### config.mk
export PLATFORM = sky130hd
export DESIGN_NAME = memoria_ram_ctrl_flat
export DESIGN_NICKNAME = d
export VERILOG_FILES = /design/src/rtl/memoria_ram_ctrl_if.sv /design/src/rtl/memoria_ram_ctrl.sv /design/src/flat_wrapper.sv
export SDC_FILE = /design/constraint.sdc
export NUM_CORES = 1
export LEC_CHECK = 0
export CAP_MARGIN = 40
export CORE_UTILIZATION = 65
export CTS_CLUSTER_DIAMETER = 200
export DETAILED_ROUTE_END_ITERATION = 8
export DONT_BUFFER_PORTS = 1
export PLACE_DENSITY = 0.81
export REMOVE_ABC_BUFFERS = 1
export SETUP_SLACK_MARGIN = 0.15
export SLEW_MARGIN = 20
export SYNTH_ARGS = -nofsm -noshare
export SYNTH_HDL_FRONTEND = slang
export SYNTH_SLANG_ARGS = --single-unit
### constraint.sdc
create_clock -name clk_i -period 34.1 [get_ports clk_i]
set_input_delay 5.115 -clock clk_i [delete_from_list [all_inputs] [get_ports clk_i]]
set_output_delay 5.115 -clock clk_i [all_outputs]
set_load 0.05 [all_outputs]
### src/rtl/memoria_ram_ctrl_if.sv
// memoria_ram_ctrl_if: command/response bundle between the register bank and the RAM responder
interface memoria_ram_ctrl_if #(parameter int DATA_W = 32, parameter int ADDR_W = 4);
  logic [ADDR_W-1:0] addr;
  logic [DATA_W-1:0] wdata;
  logic [1:0]        wr_rd;
  logic [DATA_W-1:0] rdata;
  logic              rdata_valid;
  logic              done;
  logic              busy;
  logic              err;
  modport master (output addr, wdata, wr_rd, input rdata, rdata_valid, done, busy, err);
  modport slave  (input addr, wdata, wr_rd, output rdata, rdata_valid, done, busy, err);
endinterface

### src/rtl/memoria_ram_ctrl.sv
// memoria_ram_ctrl: fixed-latency RAM responder servicing each command level exactly once
module memoria_ram_ctrl #(
  parameter int DATA_W  = 32,
  parameter int ADDR_W  = 4,
  parameter int DEPTH   = 16,
  parameter int LATENCY = 2
) (
  input logic               clk_i,
  input logic               rst_i,
  memoria_ram_ctrl_if.slave bus
);
  localparam int CW = LATENCY > 1 ? $clog2(LATENCY) : 1;
  typedef enum logic [1:0] {IDLE, ACCESS, HOLD} state_t;
  state_t            state_q, state_d;
  logic [CW-1:0]     cnt_q, cnt_d;
  logic [ADDR_W-1:0] addr_q, addr_d;
  logic [DATA_W-1:0] wdata_q, wdata_d, rdata_q, rdata_d;
  logic              wr_q, wr_d, rv_q, rv_d, done_q, done_d, err_q, err_d;
  logic [DATA_W-1:0] mem_q [DEPTH];
  logic              accept, fire;
  assign accept = state_q == IDLE && ^bus.wr_rd;
  assign fire   = state_q == ACCESS && cnt_q == '0;
  // next state: HOLD absorbs the rest of the command level until it drops to idle
  always_comb begin
    state_d = state_q == IDLE   ? (accept ? ACCESS : (bus.wr_rd == 2'b11 ? HOLD : IDLE)) :
              state_q == ACCESS ? (fire ? HOLD : ACCESS) :
                                  (bus.wr_rd == 2'b00 ? IDLE : HOLD);
  end
  // next values of latched command, latency counter and registered outputs
  always_comb begin
    addr_d  = accept ? bus.addr : addr_q;
    wdata_d = accept ? bus.wdata : wdata_q;
    wr_d    = accept ? bus.wr_rd[1] : wr_q;
    cnt_d   = accept ? CW'(LATENCY - 1) : (state_q == ACCESS && !fire ? cnt_q - CW'(1) : cnt_q);
    rdata_d = fire && !wr_q ? mem_q[addr_q] : rdata_q;
    rv_d    = fire && !wr_q;
    done_d  = fire;
    err_d   = state_q == IDLE && bus.wr_rd == 2'b11;
  end
  // state and output registers
  always_ff @(posedge clk_i or posedge rst_i) begin
    if (rst_i) begin
      state_q <= IDLE;
      cnt_q   <= '0;
      addr_q  <= '0;
      wdata_q <= '0;
      wr_q    <= 1'b0;
      rdata_q <= '0;
      rv_q    <= 1'b0;
      done_q  <= 1'b0;
      err_q   <= 1'b0;
    end else begin
      state_q <= state_d;
      cnt_q   <= cnt_d;
      addr_q  <= addr_d;
      wdata_q <= wdata_d;
      wr_q    <= wr_d;
      rdata_q <= rdata_d;
      rv_q    <= rv_d;
      done_q  <= done_d;
      err_q   <= err_d;
    end
  end
  // storage array; a write only lands on the completing edge, so reset mid-access aborts it
  always_ff @(posedge clk_i or posedge rst_i) begin
    if (rst_i) begin
      for (int i = 0; i < DEPTH; i++) mem_q[i] <= '0;
    end else if (fire && wr_q) begin
      mem_q[addr_q] <= wdata_q;
    end
  end
  assign bus.rdata       = rdata_q;
  assign bus.rdata_valid = rv_q;
  assign bus.done        = done_q;
  assign bus.err         = err_q;
  assign bus.busy        = state_q != IDLE;
endmodule

### src/flat_wrapper.sv
// flat-port wrapper written by rule: the top's interface ports become plain ports
module memoria_ram_ctrl_flat 
#(
  parameter int DATA_W  = 32,
  parameter int ADDR_W  = 4,
  parameter int DEPTH   = 16,
  parameter int LATENCY = 2
)
  (clk_i, rst_i, bus_addr, bus_wdata, bus_wr_rd, bus_rdata, bus_rdata_valid, bus_done, bus_busy, bus_err);
  memoria_ram_ctrl_if #(.DATA_W(DATA_W), .ADDR_W(ADDR_W)) bus_i ();
  input logic clk_i;
  input logic rst_i;
  input wire logic [$bits(bus_i.addr)-1:0] bus_addr;
  input wire logic [$bits(bus_i.wdata)-1:0] bus_wdata;
  input wire logic [$bits(bus_i.wr_rd)-1:0] bus_wr_rd;
  output wire logic [$bits(bus_i.rdata)-1:0] bus_rdata;
  output wire logic [$bits(bus_i.rdata_valid)-1:0] bus_rdata_valid;
  output wire logic [$bits(bus_i.done)-1:0] bus_done;
  output wire logic [$bits(bus_i.busy)-1:0] bus_busy;
  output wire logic [$bits(bus_i.err)-1:0] bus_err;
  assign bus_i.addr = bus_addr;
  assign bus_i.wdata = bus_wdata;
  assign bus_i.wr_rd = bus_wr_rd;
  assign bus_rdata = bus_i.rdata;
  assign bus_rdata_valid = bus_i.rdata_valid;
  assign bus_done = bus_i.done;
  assign bus_busy = bus_i.busy;
  assign bus_err = bus_i.err;
  memoria_ram_ctrl #(.DATA_W(DATA_W), .ADDR_W(ADDR_W), .DEPTH(DEPTH), .LATENCY(LATENCY)) u_core (.clk_i(clk_i), .rst_i(rst_i), .bus(bus_i));
endmodule
* After elaboration in Yosys (flattened, before gate mapping)
Cells that the tools add are included.
Cells by class: add/sub/neg operators 1, magnitude comparators 2, bitwise logic cells 2, multiplexer cells 14, reduce and logical (&&, ||, !) cells 14, eq/ne operators 2
Operator list (count):
- bitwise mux 512 bit | 1
- binary-select mux 32 bit (select 4 bit) | 1
- demux 32 bit (select 4 bit) | 1
- 2-to-1 mux 32 bit | 3
- 2-to-1 mux 2 bit | 6
- logical AND 1 bit | 7
- >= comparator 5 bit (second input constant) | 1
- < comparator 5 x 1 -> 1 bit (second input constant) | 1
- inverter 4 -> 5 bit | 1
- logical NOT 2 bit | 2
- nonzero test 2 bit | 2
- equality test 2 x 1 -> 1 bit (second input constant) | 1
- equality test 2 bit (second input constant) | 1
- logical NOT 1 bit | 2
- 2-to-1 mux 1 bit | 2
- XOR reduction 2 bit | 1
- inverter 1 bit | 1
- subtractor 1 bit (second input constant) | 1
Storage, ports and cells: flip-flop bits (word level) 587, logic and storage cells 60, input bits 40, output and inout bits 36

* Longest topological paths before layout
Gate-level depths: netlist of run 1.
depth in word-level cells 6, gate-level depth with buffers 9, gate-level depth less buffers 6

* Worst setup path before layout of run 1
OpenSTA, ideal clock, no wires.
kind input port to flip-flop, start input port bus_wr_rd[0], end register u_core.addr_q[0], buffers on the path 1, cell stages on the path 6, data required time 33.975 ns, setup time 0.125 ns, setup slack 27.602 ns, arrival 6.373 ns, cell sequence inv_1 -> ha_1 -> inv_1 -> nor2_2 -> buf_2 -> mux2_2
Between the ends: cells in the longest elaborated chain, start to end 2
Ends and longest elaborated chain:
- from (decl) | line flat_wrapper.sv:15 | input wire logic [$bits(bus_i.wr_rd)-1:0] bus_wr_rd;
- XOR reduction 2 bit | line memoria_ram_ctrl.sv:21 | assign accept = state_q == IDLE && ^bus.wr_rd;
- logical AND 1 bit | line memoria_ram_ctrl.sv:21
- to (signal assigned) | line memoria_ram_ctrl.sv:55 | addr_q <= addr_d;
- to (decl) | line memoria_ram_ctrl.sv:16 | logic [ADDR_W-1:0] addr_q, addr_d;
Every way passes these cells. A chain may end at the register's enable or synchronous reset.

* Worst setup path after layout of run 1
start register u_core.state_q[1], end output port bus_busy
Between the ends: cells in the longest elaborated chain, start to end 1
Ends and longest elaborated chain:
- from (decl) | line memoria_ram_ctrl.sv:14 | state_t state_q, state_d;
- from (signal assigned) | line memoria_ram_ctrl.sv:53 | state_q <= state_d;
- nonzero test 2 bit | line memoria_ram_ctrl.sv:76 | assign bus.busy = state_q != IDLE;
- to (decl) | line flat_wrapper.sv:19 | output wire logic [$bits(bus_i.busy)-1:0] bus_busy;
Every way passes these cells.

==> key figures, run 1 <==
Global route
  – Vias in the first global route: 15,800
  – Overflow after GRT: 0
  – Largest net degree at the start of global routing: roughly 180
  – Initial antenna violation count: 0
  – Total GRT Usage: 0.293
  – First-pass GRT wire length: 91,300 um

Floorplanning
  – Core ar.: 0.0390 mm^2
  – Num rows: slightly above 70
  – Area of the die: around 0.04 mm^2
  – Die Wd: 202 um
  – Starting Density: 0.664
  – Ports: 76
  – Die height: between 200 and 250 um

Synthesis
  – Most frequent cells after synthesis: dfrtp_1 (587), mux2_2 (554), mux2i_1 (148)
  – Syn Inst Count: approximately 1,700
  – Post-synth top area cell: dfrtp_1
  – Post-synthesis sequential area ratio: 0.567
  – Syn Area/Cell: ~15 um^2
  – Most numerous cell in the Yosys netlist: dfrtp_1
  – Fraction of registers with async set/reset: 1.00
  – Synth area leaders: dfrtp_1 (57%), mux2_2 (24%), mux2i_1 (5.7%)
  – Syn Std Cell Area: 0.0259 mm^2
  – Post-synth top area share: 0.567
  – Top FF cell, synth: dfrtp_1
  – Post-synth EDFFs: 0
  – Library cells used by synthesis: 36
  – FF+latch count, synth: 587
  – Yosys Warn Count: 0

Critical path
  – Reg2reg end: u_core.bus.rdata[10]$_DFFE_PP0P_
  – Cell family with most CP delay: simple AND/OR/NAND/NOR gates
  – CP bufs+invs: 0
  – WS Path Type: reg -> out
  – Critical-path maximum fanout: 7
  – Slowest library cell on the worst path: or2_2
  – Reg2Reg Launch Point: u_core.addr_q[0]$_DFFE_PP0P_
  – Critical Path RT: 28.98 ns
  – CP endpoint kind: output port
  – CP cell instances: or2_2
  – Critical path's largest stage delay: approximately 0.48 ns
  – Startpoint types: flop
  – FF-to-FF setup slack: 30.55 ns
  – FF-to-FF path depth: 6
  – WP data arrival: 1.52 ns

Power
  – Comb pwr share: 0.226
  – Pleak: roughly 14 nW
  – PwrDens: about 77 mW/mm^2
  – Net load switching power: between 700 and 800 uW
  – Final Power: roughly 2.2 mW
  – Peak supply drop: 0.0781 mV
  – Clock Power Share: 0.284
  – Internal Pwr Total: between 1 and 1.5 mW
  – Sw Ratio: 0.332
  – Sequential Power Share: 0.490

Detailed routing
  – Final Routed Wirelength: roughly 57,000 um
  – ANT nets after route: 0
  – Vias/cell: around 6.5
  – Residual DRC: 0
  – Drt initial violations: 930
  – Wire per inst: about 25 um
  – Drt pass-1 iters: 5
  – Via count: 14,600

STA
  – Final clock skew: approximately 0.012 ns
  – RSZ-0062 raised after global routing: false
  – Slew headroom: 0.254
  – Fin. Hold Viols: 0
  – Fmax: approximately 150 MHz
  – Period utilisation layout: 0.195
  – Final WS setup: between 20 and 30 ns
  – Max-slew violations: 0
  – Tightest Pin Transition: 1.12 ns
  – Setup tns final: 0 ns
  – Final hold slack: between 0.4 and 0.5 ns
  – Final Setup Violations: 0
  – Fin crit period: around 6.6 ns

Finish
  – Fillers: between 2,000 and 2,500
  – Share of layout cells above drive strength 1: 0.444
  – Area Growth Syn to Fin: 9.31%
  – Final layout net count: 1,726
  – Ant diodes: 0

Place
  – Final Wtd Congestion: around 0.72
  – Dpl hpwl: 32,200 um
  – Port Buffers: 0
  – Place WS: between 20 and 30 ns

Clocking
  – Clock Path Buffers: 3
  – Num Clock Sinks: approximately 600
  – Clock Tree Root: clkbuf_16
  – PostCTS Resize Cnt: 0
  – Setup Fix Bufs, Post-CTS: 0
  – CTS Hold Buffers Added: 0
  – CTS tree: done
  – Num CTS Buffers: 57
  – Clk_lat worst skew: 0.60 ns
  – H-tree depth: 2
  – Worst-path clk slew: 0.06 ns

Min path
  – Hold-critical path depth: 1
  – Hold endpoint: u_core.mem_q[503]$_DFFE_PP0P_
  – Min-delay worst type: reg -> reg
  – Hold_sp: u_core.mem_q[503]$_DFFE_PP0P_

Status
  – Run status: finished clean

Run
  – MaxCap Viol Count: 0
layout make-up:
cell class	count	area [um^2]	area share
multi-input combinational	991	10600	0.373
timing repair buffer	38	510	0.0180
sequential	587	14700	0.519
tap	518	648	0.0229
clock inverter	13	140	0.00495
inverter	8	37.5	0.00133
clock buffer	87	1720	0.0607
metal layers:
metal  up-vias  global-route usage  part of all wire
met5         -                   0                 0
met4         0              0.0996             0.026
met3       109              0.0374             0.041
met2       336               0.486              0.50
met1      7861               0.404              0.43
li1       6284                   -                 -
registers in the layout (all words and copies together) (netlist names):
register	count
u_core.mem_q	512
u_core.wdata_q	32
u_core.addr_q	4
u_core.bus.err	1
u_core.bus.rdata	32
u_core.cnt_q	1
u_core.wr_q	1
u_core.bus.rdata_valid	1
u_core.bus.done	1
u_core.state_q	2
stage by stage:
step / util / std cells / area, um^2
floorplan: - / 1586 / 25200
global placement: 0.670 / 2128 / 26100
detailed placement: 0.677 / 2140 / 26400
CTS: 0.724 / 2240 / 28300
global route: 0.726 / 2242 / 28300
finish: 0.726 / 2242 / 28300
power groups by stage:
stage	Combinational [mW]	Sequential (mW)	Clock (mW)
2_1_floorplan	0.378	1.07	0
3_3_place_gp	0.476	1.07	0
3_5_place_dp	0.493	1.08	0
4_1_cts	0.497	1.07	0.632
5_1_grt	0.527	1.10	0.661
6_report	0.495	1.07	0.623
worst max path at each step:
| stage | startpoint | to | slack, ns | cells after the start |
|---|---|---|---|---|
| 3_5_place_dp | rst_i | u_core.mem_q[118]$_DFFE_PP0P_ | 26.69 | 4 |
| 4_1_cts | rst_i | u_core.mem_q[18]$_DFFE_PP0P_ | 27.32 | 4 |
| 2_1_floorplan | rst_i | u_core.addr_q[0]$_DFFE_PP0P_ | 12.56 | 1 |
| 6_report | u_core.state_q[1]$_DFF_PP0_ | bus_busy | 27.46 | 1 |
| 3_3_place_gp | rst_i | u_core.bus.rdata[3]$_DFFE_PP0P_ | 26.51 | 3 |
| 5_1_grt | rst_i | u_core.mem_q[269]$_DFFE_PP0P_ | 27.40 | 6 |
cell families after synthesis:
| logic type | after synthesis | synth area share |
|---|---|---|
| and+or+nand+nor | 97 | 0.0184 |
| AOI/OAI and AO/OA | 126 | 0.0326 |
| adders and majority gates | 3 | 0.00145 |
| buffers and inverters | 154 | 0.0287 |
| DFF | 587 | 0.567 |
| muxes | 765 | 0.352 |
placed cells by master, fill, tap and decap left out, types with 3 or more instances in the layout:
cell type,netlist,final
nor2_1,37,36
clkbuf_8,0,18
clkinv_2,0,10
buf_12,0,7
o22ai_1,46,46
mux2i_1,148,148
clkbuf_1,58,12
mux2_2,554,554
mux4_2,60,60
bufinv_16,0,3
clkbuf_16,0,57
dfrtp_1,587,584
nand3_2,0,3
ha_1,3,3
buf_4,18,23
o211ai_1,23,23
a21oi_1,26,26
a22oi_1,23,23
inv_1,7,6
dfrtp_4,0,3
nand2_1,14,5
buf_16,0,7
mux2_1,3,3
nand2_2,0,7
nor3b_1,3,3
nor3_1,23,23
a221o_1,8,8
No activity file was read; power rests on OpenSTA's default activity.
==> run 2, diff against run 1 <==
--- a/config.mk
+++ b/config.mk
@@ -6,11 +6,11 @@
 export NUM_CORES = 1
 export LEC_CHECK = 0
 export CAP_MARGIN = 40
-export CORE_UTILIZATION = 65
+export CORE_UTILIZATION = 64
 export CTS_CLUSTER_DIAMETER = 200
 export DETAILED_ROUTE_END_ITERATION = 8
 export DONT_BUFFER_PORTS = 1
-export PLACE_DENSITY = 0.81
+export PLACE_DENSITY = 0.8
 export REMOVE_ABC_BUFFERS = 1
 export SETUP_SLACK_MARGIN = 0.15
 export SLEW_MARGIN = 20
==> constraint.sdc (replaced) <==
create_clock -name clk_i -period 6.5 [get_ports clk_i]
set_input_delay 0.975 -clock clk_i [delete_from_list [all_inputs] [get_ports clk_i]]
set_output_delay 0.975 -clock clk_i [all_outputs]
set_load 0.05 [all_outputs]
==> run 2 against run 1 <==
Net effect: wire length rose by 0.52%; worst setup slack got worse by 24 ns; sequential power rose to 5.3 times the previous value; via count fell by 0.62%; final area rose by 0.20%; global-route usage fell by 0.23 points; critical path depth rose by 4; clock power rose to 5.6 times the previous value; combinational power rose to 5.3 times the previous value; non-clock buffer count fell by 4; count of clock-buffer cells in the layout rose by 7; largest power group unchanged.
==> key figures, run 2 (synthesis results as in run 1) <==
STA
  – Tightest Pin Transition: 1.00 ns (-0.117 ns)
  – Fmax: a little over 300 MHz
  – Fin. Hold Viols: 0 (unchanged)
  – Period utilisation layout: 0.503
  – Fin crit period: about 3.3 ns
  – Final Setup Violations: 0 (unchanged)
  – Final clock skew: 0.0227 ns (+0.0106 ns)
  – Final WS setup: 3.23 ns (-24.23 ns)
  – Max-slew violations: 0 (unchanged)
  – RSZ-0062 raised after global routing: false
  – Slew headroom: 0.332 (+0.0780)

Critical path
  – FF-to-FF setup slack: 3.23 ns (-27.32 ns)
  – CP endpoint kind: flop
  – Slowest library cell on the worst path: buf_12
  – WS Path Type: reg -> reg
  – CP cell instances: buf_12 -> and4_1 -> nand3_2 -> buf_4 -> mux2_2
  – FF-to-FF path depth: 5 (-1)
  – Critical Path Stages: 5 (+4)
  – Cell family with most CP delay: buffers and inverters
  – Startpoint types: flop
  – CP bufs+invs: 2 (+2)
  – Reg2reg end: u_core.mem_q[16]$_DFFE_PP0P_
  – WP data arrival: 3.76 ns (+2.24 ns)
  – Critical Path RT: 6.99 ns (-21.99 ns)
  – Reg2Reg Launch Point: u_core.addr_q[0]$_DFFE_PP0P_
  – Setup crit end: u_core.mem_q[16]$_DFFE_PP0P_
  – CP Launch Point: u_core.addr_q[0]$_DFFE_PP0P_
  – Critical path's largest stage delay: 0.76 ns (+0.28 ns)
  – Critical-path maximum fanout: 129 (+122)

Clocking
  – Setup Fix Bufs, Post-CTS: 0 (unchanged)
  – Clock Tree Root: clkbuf_16
  – H-tree depth: 2 (unchanged)
  – CTS tree: done
  – Clock Path Buffers: 3 (unchanged)
  – PostCTS Resize Cnt: 0 (unchanged)
  – Num Clock Sinks: 587 (unchanged)
  – CTS Hold Buffers Added: 0 (unchanged)
  – Clk_lat worst skew: 0.63 ns (+0.03 ns)
  – Worst-path clk slew: 0.06 ns (about the same)
  – Num CTS Buffers: 59 (+3.5%)

Floorplanning
  – Die height: 203 um (+0.77%)
  – Core ar.: 0.0398 mm^2 (+2.1%)
  – Starting Density: 0.650 (-0.0136)
  – Area of the die: 0.0413 mm^2 (+1.5%)
  – Num rows: 73 (+1.4%)
  – Die Wd: 203 um (+0.77%)
  – Ports: 76 (unchanged)

Finish
  – Largest register by flop count: u_core.mem_q
  – Commonest cells after routing, fill and taps aside: dfrtp_1 (584), mux2_2 (554), mux2i_1 (148), mux4_2 (60), clkbuf_16 (60)
  – Max reg flops: 512 (unchanged)
  – Ant diodes: 0 (unchanged)
  – Final layout net count: 1,724 (-0.12%)
  – Commonest non-fill, non-tap cell in the layout: dfrtp_1
  – Area Growth Syn to Fin: 9.53%
  – Share of layout cells above drive strength 1: 0.444 (about the same)

Place
  – Final Wtd Congestion: 0.747 (+3.3%)
  – Port Buffers: 0 (unchanged)
  – Place WS: 3.26 ns (-23.42 ns)
  – Dpl hpwl: 32,900 um (+2.4%)

Global route
  – First-pass GRT wire length: 91,200 um (-0.13%)
  – Total GRT Usage: 0.291 (-0.00232)
  – Overflow after GRT: 0 (unchanged)
  – Vias in the first global route: 15,600 (-1.6%)
  – Largest net degree at the start of global routing: 173 (-4.9%)
  – Initial antenna violation count: 0 (unchanged)

Detailed routing
  – Wire per inst: 25.4 um (about the same)
  – Vias/cell: 6.43 (-1.1%)
  – Drt pass-1 iters: 5 (unchanged)
  – ANT nets after route: 0 (unchanged)
  – Residual DRC: 0 (unchanged)
  – Drt initial violations: 1,082 (+16%)
  – Final Routed Wirelength: 57,300 um (+0.52%)
  – Via count: 14,500 (-0.62%)

Power
  – Comb pwr share: 0.222 (-0.004)
  – PwrDens: 414 mW/mm^2 (+430%)
  – Net load switching power: 3.92 mW (+440%)
  – Internal Pwr Total: 7.82 mW (+430%)
  – Sw Ratio: 0.334 (+0.00157)
  – Peak supply drop: 0.346 mV (+340%)
  – Clock Power Share: 0.296 (+0.012)
  – Final Power: 11.7 mW (+440%)
  – Sequential Power Share: 0.482 (-0.008)
  – Pleak: 14.0 nW (about the same)

Run
  – MaxCap Viol Count: 0 (unchanged)

Status
  – Run status: finished clean

Min path
  – Min-delay worst type: in -> async
-- run 2: changes by cell type in the layout (fill, tap and decap cells not counted), moves of 2 or more --
cell,change
buf_16,-4
clkbuf_16,+3
clkbuf_1,+3
clkinv_2,-3
inv_6,+2
-- run 2: cell type report --
| type | instances | area [um^2] |
|---|---|---|
| clock inverters | 15 | 196 |
| clock buffers | 94 | 1820 |
| repair buffers | 34 | 408 |
| well taps | 525 | 657 |
| flip-flops and latches | 587 | 14700 |
| multi-input cells | 991 | 10500 |
| inverters | 8 | 37.5 |
| fillers | 2597 | 11500 |
-- run 2: power by group through the flow --
| stage | logic [mW] | clock network (mW) | registers [mW] |
|---|---|---|---|
| after floorplan | 1.98 | 0 | 5.61 |
| after global placement | 2.52 | 0 | 5.62 |
| after detailed placement | 2.60 | 0 | 5.70 |
| after CTS | 2.61 | 3.53 | 5.64 |
| after global routing | 2.78 | 3.67 | 5.79 |
| final | 2.60 | 3.48 | 5.65 |
-- run 2: worst min-delay path by stage --
stage / end / slack, ns / cells after the start
2_1_floorplan: u_core.mem_q[247]$_DFFE_PP0P_ / 0.45 / 1
3_3_place_gp: u_core.mem_q[247]$_DFFE_PP0P_ / 0.46 / 1
3_5_place_dp: u_core.mem_q[507]$_DFFE_PP0P_ / 0.48 / 1
4_1_cts: u_core.wr_q$_DFFE_PP0P_ / 0.33 / 1
5_1_grt: u_core.wdata_q[0]$_DFFE_PP0P_ / 0.36 / 1
6_report: u_core.wdata_q[0]$_DFFE_PP0P_ / 0.30 / 1
-- run 2: metal layers --
layer  GRT usage  share of wire
met5           0              0
met4       0.100          0.030
met3      0.0467          0.045
met2       0.471           0.49
met1       0.404           0.43
-- run 2: metrics by stage --
step                std cells  utilization  cell area [um^2]  hold slack, ns  TNS [ns]
finish                   2254        0.712             28400           0.302         0
global route             2254        0.712             28400           0.364         0
CTS                      2253        0.712             28400           0.325         0
detailed placement       2144        0.661             26300           0.478         0
global placement         2137        0.657             26200           0.464         0
floorplan                1586            -             25200           0.453  -7092.26
==> run 3, diff against run 2 <==
==> constraint.sdc (replaced) <==
create_clock -name clk_i -period 3.34 [get_ports clk_i]
set_input_delay 0.501 -clock clk_i [delete_from_list [all_inputs] [get_ports clk_i]]
set_output_delay 0.501 -clock clk_i [all_outputs]
set_load 0.05 [all_outputs]
==> run 3 against run 2 <==
Net effect: highest routed layer is now met5; register-to-register slack got worse by 2.6 ns; wire length grew 3.6%; largest cell class unchanged; sequential power up 98%; largest power group unchanged; power rose by 97%.
==> key figures, run 3 (synthesis results as in run 1) <==
Status
  – Run status: finished clean

STA
  – Max-slew violations: 0 (unchanged)
  – Tightest Pin Transition: 0.820 ns (-0.182 ns)
  – Slew headroom: 0.453 (+0.121)
  – RSZ-0062 raised after global routing: false
  – Final clock skew: 0.0153 ns (-0.00746 ns)
  – Fmax: 363 MHz (+19%)
  – Fin crit period: 2.76 ns (-0.510 ns)
  – Setup tns final: 0 ns (unchanged)
  – Fin. Hold Viols: 0 (unchanged)
  – Final Setup Violations: 0 (unchanged)
  – Period utilisation layout: 0.825 (+0.323)

Critical path
  – Critical-path maximum fanout: 18 (-86%)
  – Critical Path RT: 3.82 ns (-3.17 ns)
  – FF-to-FF path depth: 6 (+1)
  – CP Launch Point: u_core.addr_q[1]$_DFFE_PP0P_
  – WP data arrival: 3.24 ns (-0.52 ns)
  – FF-to-FF setup slack: 0.58 ns (-2.65 ns)
  – Startpoint types: flop
  – Reg2reg end: u_core.bus.rdata[19]$_DFFE_PP0P_
  – WS Path Type: reg -> reg
  – CP endpoint kind: flop
  – Reg2Reg Launch Point: u_core.addr_q[1]$_DFFE_PP0P_

Place
  – Port Buffers: 0 (unchanged)
  – Final Wtd Congestion: 0.775 (+3.8%)
  – Cell Area, Placed: 0.0266 mm^2 (+1.0%)
  – Dpl hpwl: 35,600 um (+8.2%)

Finish
  – Final layout net count: 1,756 (+1.9%)
  – Area of the multi-input gates: 0.0105 mm^2 (about the same)
  – Fin area: 0.0287 mm^2 (+1.2%)
  – Sequential Area: 0.0147 mm^2 (unchanged)
  – Area Growth Syn to Fin: 10.9%
  – Commonest non-fill, non-tap cell in the layout: dfrtp_1
  – Share of layout cells above drive strength 1: 0.458 (+0.0137)
  – Commonest cells after routing, fill and taps aside: dfrtp_1 (584), mux2_2 (554), mux2i_1 (148), clkbuf_16 (61), mux4_2 (60)
  – Fillers: 2,530 (-2.6%)
  – Core Util, Final: 0.721 (+0.00883)
  – Max reg flops: 512 (unchanged)
  – Largest register by flop count: u_core.mem_q
  – Ant diodes: 0 (unchanged)

Clocking
  – PostCTS Resize Cnt: 0 (unchanged)
  – Setup Fix Bufs, Post-CTS: 0 (unchanged)
  – CTS Hold Buffers Added: 1 (+1)
  – CTS tree: done
  – Num Clock Sinks: 587 (unchanged)
  – H-tree depth: 2 (unchanged)
  – Num CTS Buffers: 59 (unchanged)
  – Clock Tree Root: clkbuf_16
  – Worst-path clk slew: 0.06 ns (about the same)
  – Clock Path Buffers: 3 (unchanged)
  – Clk_lat worst skew: 0.62 ns (about the same)

Global route
  – First-pass GRT wire length: 93,500 um (+2.5%)
  – Vias in the first global route: 16,000 (+2.8%)
  – Largest net degree at the start of global routing: 88 (-49%)
  – Overflow after GRT: 0 (unchanged)
  – Total GRT Usage: 0.300 (+0.00919)
  – Initial antenna violation count: 1 (+1)

Min path
  – Hold endpoint: u_core.wdata_q[19]$_DFFE_PP0P_
  – Hold-critical path depth: 1
  – Hold_sp: bus_wdata[19]
  – Min-delay worst type: in -> reg

Detailed routing
  – ANT nets after route: 0 (unchanged)
  – Residual DRC: 0 (unchanged)
  – Drt pass-1 iters: 5 (unchanged)
  – Via count: 14,900 (+2.5%)
  – Drt initial violations: 843 (-22%)
  – Final Routed Wirelength: 59,400 um (+3.6%)
  – Wire per inst: 26.0 um (+2.3%)
  – Vias/cell: 6.51 (+1.2%)

Floorplanning
  – Core ar.: 0.0398 mm^2 (unchanged)
  – Die height: 203 um (unchanged)
  – Num rows: 73 (unchanged)
  – Area of the die: 0.0413 mm^2 (unchanged)
  – Ports: 76 (unchanged)
  – Starting Density: 0.650 (unchanged)
  – Die Wd: 203 um (unchanged)

Power
  – Comb pwr share: 0.215 (-0.007)
  – Clock Power Share: 0.303 (+0.007)
  – Peak supply drop: 0.675 mV (+95%)
  – PwrDens: 807 mW/mm^2 (+95%)
  – Sequential Power Share: 0.482 (about the same)
  – Net load switching power: 7.68 mW (+96%)
  – Sw Ratio: 0.332 (-0.00241)
  – Pleak: 14.2 nW (+1.3%)
  – Internal Pwr Total: 15.5 mW (+98%)

Run
  – MaxCap Viol Count: 0 (unchanged)
[run 3: critical path: stages, from the launching register on]
cell and delay, ns:
dfrtp_1 0.79, buf_4 0.34, or3_1 0.68, buf_4 0.36, o22ai_1 0.13, nor3_1 0.22
a21oi_1 0.10
[run 3: power groups by stage]
stage                     Combinational [mW]  Clock, mW  Sequential (mW)
final                                   4.98       7.03             11.2
after global routing                    5.34       7.38             11.4
after CTS                               5.03       7.13             11.1
after detailed placement                4.97          0             11.2
after global placement                  4.84          0             11.1
after floorplan                         3.34          0             10.7
[run 3: worst max-delay path by stage]
stage and endpoint:
2_1_floorplan u_core.addr_q[0]$_DFFE_PP0P_, 3_3_place_gp u_core.bus.rdata[17]$_DFFE_PP0P_, 3_5_place_dp u_core.bus.rdata[19]$_DFFE_PP0P_, 4_1_cts u_core.bus.rdata[19]$_DFFE_PP0P_, 5_1_grt u_core.bus.rdata[19]$_DFFE_PP0P_, 6_report u_core.bus.rdata[19]$_DFFE_PP0P_
[run 3: stage by stage]
stage                     total power, mW  cells  hold WS, ns  worst slack [ns]
after global routing                 24.1   2283       0.0213             0.412
final                                23.2   2283       0.0285             0.583
after CTS                            23.3   2283      0.00642             0.578
after detailed placement             16.2   2176        0.391             0.677
after global placement               15.9   2174        0.467             0.519
after floorplan                      14.0   1586        0.453            -13.59
[run 3: per-layer routing]
metal  vias up  part of all wire  GRT usage
met5         -           0.00022          0
met4         2             0.026      0.102
met3        99             0.057     0.0500
met2       413              0.50      0.495
met1      8032              0.42      0.407
li1       6316                 -          -
[run 3: area by class of cell]
| cell class | instances | area share |
|---|---|---|
| well taps | 525 | 0.0229 |
| repair buffers | 66 | 0.0241 |
| clock inverters | 20 | 0.00980 |
| inverters | 8 | 0.00131 |
| multi-input cells | 991 | 0.367 |
| clock buffers | 86 | 0.0631 |
| flip-flops and latches | 587 | 0.512 |
